`config.mk`:
```
export PLATFORM = sky130hd
export DESIGN_NAME = inst_seq_ctrl
export DESIGN_NICKNAME = d
export VERILOG_FILES = /design/src/rtl/inst_seq_ctrl.sv
export SDC_FILE = /design/constraint.sdc
export NUM_CORES = 1
export LEC_CHECK = 0
export CORE_MARGIN = 1.5
export CORE_UTILIZATION = 51
export CTS_BUF_LIST = sky130_fd_sc_hd__clkbuf_2
export DETAILED_ROUTE_END_ITERATION = 12
export PLACE_DENSITY = 0.95
export SYNTH_ARGS = -nofsm -noshare
export SYNTH_HDL_FRONTEND = slang
export SYNTH_SLANG_ARGS = --single-unit
```
`constraint.sdc`:
```
create_clock -name clk -period 4.4 [get_ports clk]
set_input_delay 0.88 -clock clk [delete_from_list [all_inputs] [get_ports clk]]
set_output_delay 0.88 -clock clk [all_outputs]
set_load 0.02 [all_outputs]
```
`src/rtl/inst_seq_ctrl.sv`:
```
// Multi-cycle RV64 instruction sequencer.
// Owns pc/inst and steps each instruction through F/D/E/M/WB.
module inst_seq_ctrl #(
    parameter logic [63:0] PC_RESET = 64'h0000_0000_8000_0000,
    parameter int unsigned TIMEOUT  = 255
) (
    input  logic        clk,
    input  logic        rst,
    output logic        if_req,
    output logic [63:0] if_addr,
    input  logic        if_ready,
    input  logic [31:0] if_rdata,
    output logic [31:0] inst,
    output logic [63:0] pc,
    input  logic        dec_mem_to_reg,
    input  logic        dec_mem_w_ena,
    input  logic        dec_rd_w_ena,
    input  logic        dec_jump,
    input  logic [63:0] dec_jmp_imm,
    input  logic        dec_halt,
    input  logic        dec_illegal,
    output logic        ex_ena,
    output logic        mem_req,
    output logic        mem_we,
    input  logic        mem_ready,
    output logic        rd_w_pulse,
    output logic [63:0] retire_cnt,
    output logic        halted,
    output logic        error
);

    typedef enum logic [2:0] {
        S_FETCH,
        S_DECODE,
        S_EXEC,
        S_MEM,
        S_WB,
        S_HALT,
        S_ERR
    } state_t;

    localparam logic [15:0] TO_LAST =
        (TIMEOUT == 0) ? 16'd0 : 16'(TIMEOUT - 1);

    state_t      state;
    state_t      state_nx;
    logic [15:0] wait_cnt;
    logic [63:0] pc_nx;
    logic        misalign;
    logic        timed_out;
    logic        is_mem;

    assign pc_nx     = pc + (dec_jump ? dec_jmp_imm : 64'd4);
    assign misalign  = pc_nx[1:0] != 2'b00;
    assign is_mem    = dec_mem_to_reg | dec_mem_w_ena;
    // Expires in the TIMEOUT-th request cycle; a ready then still wins.
    assign timed_out = (TIMEOUT != 0) && (wait_cnt == TO_LAST);

    always_ff @(posedge clk or negedge rst) begin
        if (!rst) begin
            state <= S_FETCH;
        end else begin
            state <= state_nx;
        end
    end

    always_comb begin
        state_nx = state;
        unique case (state)
            S_FETCH: begin
                if (if_ready) state_nx = S_DECODE;
                else if (timed_out) state_nx = S_ERR;
            end
            S_DECODE: begin
                if (dec_illegal) state_nx = S_ERR;
                else if (dec_halt) state_nx = S_HALT;
                else state_nx = S_EXEC;
            end
            S_EXEC: state_nx = is_mem ? S_MEM : S_WB;
            S_MEM: begin
                if (mem_ready) state_nx = S_WB;
                else if (timed_out) state_nx = S_ERR;
            end
            S_WB: state_nx = misalign ? S_ERR : S_FETCH;
            S_HALT: state_nx = S_HALT;
            S_ERR: state_nx = S_ERR;
            default: state_nx = S_ERR;
        endcase
    end

    // Strobes are gated by rst so nothing is requested while in reset.
    always_comb begin
        if_req     = 1'b0;
        ex_ena     = 1'b0;
        mem_req    = 1'b0;
        mem_we     = 1'b0;
        rd_w_pulse = 1'b0;
        if (rst) begin
            unique case (state)
                S_FETCH: if_req = 1'b1;
                S_EXEC:  ex_ena = 1'b1;
                S_MEM: begin
                    mem_req = 1'b1;
                    mem_we  = dec_mem_w_ena;
                end
                S_WB: rd_w_pulse = dec_rd_w_ena & ~misalign;
                default: ;
            endcase
        end
    end

    assign if_addr = pc;

    always_ff @(posedge clk or negedge rst) begin
        if (!rst) begin
            wait_cnt   <= 16'd0;
            pc         <= PC_RESET;
            inst       <= 32'h0000_0013;
            retire_cnt <= 64'd0;
            halted     <= 1'b0;
            error      <= 1'b0;
        end else begin
            if (state_nx != state) begin
                wait_cnt <= 16'd0;
            end else if (state == S_FETCH || state == S_MEM) begin
                wait_cnt <= wait_cnt + 16'd1;
            end
            if (state == S_FETCH && if_ready) begin
                inst <= if_rdata;
            end
            if (state == S_WB && !misalign) begin
                pc         <= pc_nx;
                retire_cnt <= retire_cnt + 64'd1;
            end
            if (state_nx == S_HALT) halted <= 1'b1;
            if (state_nx == S_ERR) error <= 1'b1;
        end
    end

endmodule

```
==> impl_results.md <==
- Cts hold-fix bufs: 0
- Area share of the largest cell type after synthesis: 0.3558
- Detailed-route via count: ~12000
- Crit Reg-Reg Endpoint: retire_cnt[59]
- Most frequent standard cell in the layout excluding fill and tap cells: clkdlybuf4s50_1
- Mapped Area: 12450 sq um
- Arr. time, crit path: 3060 ps
- Register-to-register path setup slack: 1200 ps
- Critical path fanouts, max: 3
- Routing layer with the top usage in global route: met2
- Routing usage on met2: 0.5278
- Worst slew margin: 0.4326
- Clock transition at the registers of the reported paths: ~300 ps
- Standard cell area after detailed placement: around 16000 sq um
- Final wirelength: 38510 um
- Post-synthesis register bit count: ~180
- Cell taking the most area after synthesis: dfrtp_1
- Most used cells in the layout excluding fill and tap cells: 334 x clkdlybuf4s50_1, 177 x dfrtp_1, 154 x nand2_1
- Family of cells with the greatest summed delay on the critical path: simple AND/OR/NAND/NOR gates
- Syn Inst Count: around 1400
- Setup repair after global routing missed its margin: false
- Maximum number of pins on one net before global-route repair: roughly 120
- Row count: 56
- Slew Viols, Final: 0
- Number of placed I/O pins: roughly 340
- Die Height: between 150 and 200 um
- Share of power burned in combinational logic: 0.109
- Sw frac: 0.3096
- Top FF cell, synth: dfrtp_1
- Number of unique standard cell types used by synthesis: 74
- Number of setup violations in the final report: 0
- Clock latency on the worst-skew pair: ~800 ps
- Stage delay of the slowest cell on the critical path: roughly 460 ps
- Detailed-route vias per instance: a little under 6
- Cell chosen for the clock root: clkbuf_2
- Placed wire-length estimate: roughly 30000 um
- Total chip power: about 0.0030 W
- Clock power share: 0.322
- DR WL/cell: between 15 and 20 um
- Slew at the pin closest to its max-slew limit: approximately 840 ps
- Internal Dissipation: 0.002057 W
- EDFF count, synth: 0
- Antenna violations before repair: 2
- Final setup skew: between 50 and 60 ps
- Seq/Total Area, Yosys: 0.3642
- Startpoint-to-endpoint class of the critical path: in -> out
- Worst reg2reg path startpoint: if_addr[0]
- Startpoint class of the critical path: primary input
- Final cell area excluding filler cells: ~16000 sq um
- Crit share post-route: 0.8949
- Starting utilization of the core area: 0.5257
- Crit path required time: approximately 3500 ps
- Type of the most critical hold path: in -> async
- Length of the first detailed-routing pass in iterations: 8
- Count of routing violations after the opening detailed-route iteration: about 960
- Most area-consuming cells after synthesis: dfrtp_1 36%, ha_1 6.6%, xnor2_1 5.8%
- Core area: around 24000 sq um
- Maxcap violations: 0
- Bufs and invs on worst path: 2
- H-tree depth: 4
- Critical-path cell list: clkdlybuf4s50_1 > and2_1 > ha_1 > fa_1 > nor2_2 > and3_2 > and3_1 > dlymetal6s2s_1
- Remaining DRCs: 0
- Number of clock sinks: 181
- CP max stage cell: fa_1
- Share of total power in sequential cells: 0.569
- Clock buffer count from CTS: 17
- R2R depth: 11
- Leakage power figure: 6.901 nW
- Setup crit start: dec_jump
- Share of cells above drive strength 1: 0.08313
- Count of endpoints failing hold in the final timing report: 0
- Power density cells: 186.2 nW/um^2
- Async set-reset flop share out of synthesis: 1.000
- Worst-case clock buffer depth: 2
- Global placement routability congestion: roughly 0.99
- Switching power: a little over 0.0009 W
- Crit. End Element: output pin
- DIE WIDTH: 159.2 um
- Vias in the first global route: between 10000 and 15000
- Overflow left after global routing: 0
- Post-layout minimum cycle time: 3937 ps
- Antenna violation net count after detailed routing: 0
- Total of fill cells in the finished design: about 1800
- Count of synthesis-stage warnings from yosys: 0
- Wire length of the first global-routing pass: 61830 um
- Run status: finished, final reports clean
- Area growth from synthesis to final layout: 28.56%
- GR met1 Demand/Resource: 0.3562
- Met3 capacity usage during global routing: 0.06382
- Synthesized Nets: around 1600
- Input/output buffers: 336
- TritonCTS clock tree: built
- Full die area: ~25000 sq um
- Worst IR Drop VDD: just over 0.2 mV
- NumNets Final: roughly 1800
- Global router's overall resource usage: 0.3011
- Average cell area after synthesis: slightly below 9 sq um
- Maximum achievable frequency: 0.2540 GHz
[Yosys cell counts, types with 4 or more instances]
cell type and count:
o21ai_1 14, dfrtp_1 177, o21ai_0 84, or3_1 7, xor2_1 46, nor3_1 21
nor4_1 6, nor2_1 66, nand3_1 51, and3_1 27, dfstp_2 4, nor2_4 11
or4_1 4, ha_1 66, o21bai_1 10, and2_1 74, a211oi_1 10, o31ai_1 14
nand2_1 154, buf_1 5, nor3b_1 5, a21o_1 32, buf_4 65, a21oi_1 84
mux2_2 32, o21a_1 8, nor2b_1 8, buf_2 18, and4_1 9, nand2b_1 8
o211ai_1 9, a31oi_1 9, xnor2_1 82, nand3b_1 5, clkbuf_1 42, nand4_1 47
inv_1 24
[area by class of cell]
type                    instances  area, sq um  share of cell area
inverters                      24        90.09            0.005629
clock inverters                15        200.2             0.01251
diodes                          3        7.507           0.0004690
multi-input cells            1054         7062              0.4412
clock buffers                  17        85.08            0.005316
repair buffers                369         3627              0.2266
flip-flops and latches        181         4534              0.2833
well taps                     319        399.1             0.02494
[logic make-up (layout without fill, tap and decap cells)]
group                    after synthesis  in the layout  synth area share
adder cells (fa/ha/maj)               67             67           0.06794
other                                  0              3                 0
AO/OA/AOI/OAI                        309            309            0.1582
multiplexers                          32             32           0.02895
XOR/XNOR                             128            128           0.09005
AND/OR/NAND/NOR                      518            518            0.2208
buffers and inverters                157            425           0.06985
flip-flops                           181            181            0.3642
[worst max path at each step]
stage,endpoint,cells after the start
floorplan,rd_w_pulse,10
global placement,rd_w_pulse,8
detailed placement,rd_w_pulse,8
CTS,rd_w_pulse,8
global route,rd_w_pulse,8
finish,rd_w_pulse,8
[layer usage]
| metal | routed length [um] | vias to the layer above |
|---|---|---|
| met5 | 0 | - |
| met4 | 1632 | 0 |
| met3 | 3153 | 120 |
| met2 | 19120 | 679 |
| met1 | 14610 | 5574 |
| li1 | - | 5370 |
[sequential cells by signal, summed over array words and instances (netlist names)]
register,cells
if_addr,64
retire_cnt,64
inst,32
wait_cnt,16
state,3
error,1
halted,1
[power groups by stage]
stage               clock, W  combinational [W]  sequential [W]
global placement           0           0.000312         0.00172
finish              0.000960           0.000324         0.00170
CTS                 0.000978           0.000324         0.00170
detailed placement         0           0.000321         0.00172
floorplan                  0           0.000150         0.00172
global route         0.00105           0.000354         0.00170
[timing repair]
action | 4_1_cts | 5_1_grt
resized for setup | 1 | 2
buffers inserted | 0 | 0
setup endpoints to repair | 1 | 1
[stage by stage]
stage / hold WS, ps / TNS (ps) / instances / util / worst slack (ps)
global placement: 459.5 / 0 / 1947 / 0.6632 / 1.982
CTS: 217.0 / 0 / 1979 / 0.6753 / 23.47
finish: 270.4 / 0 / 1982 / 0.6758 / 462.6
global route: 225.0 / 0 / 1981 / 0.6757 / 374.7
detailed placement: 483.8 / -47.97 / 1947 / 0.6632 / -47.97
floorplan: 505.8 / 0 / 1392 / - / 282.2
Note: power is estimated with default switching activity, not from simulation.
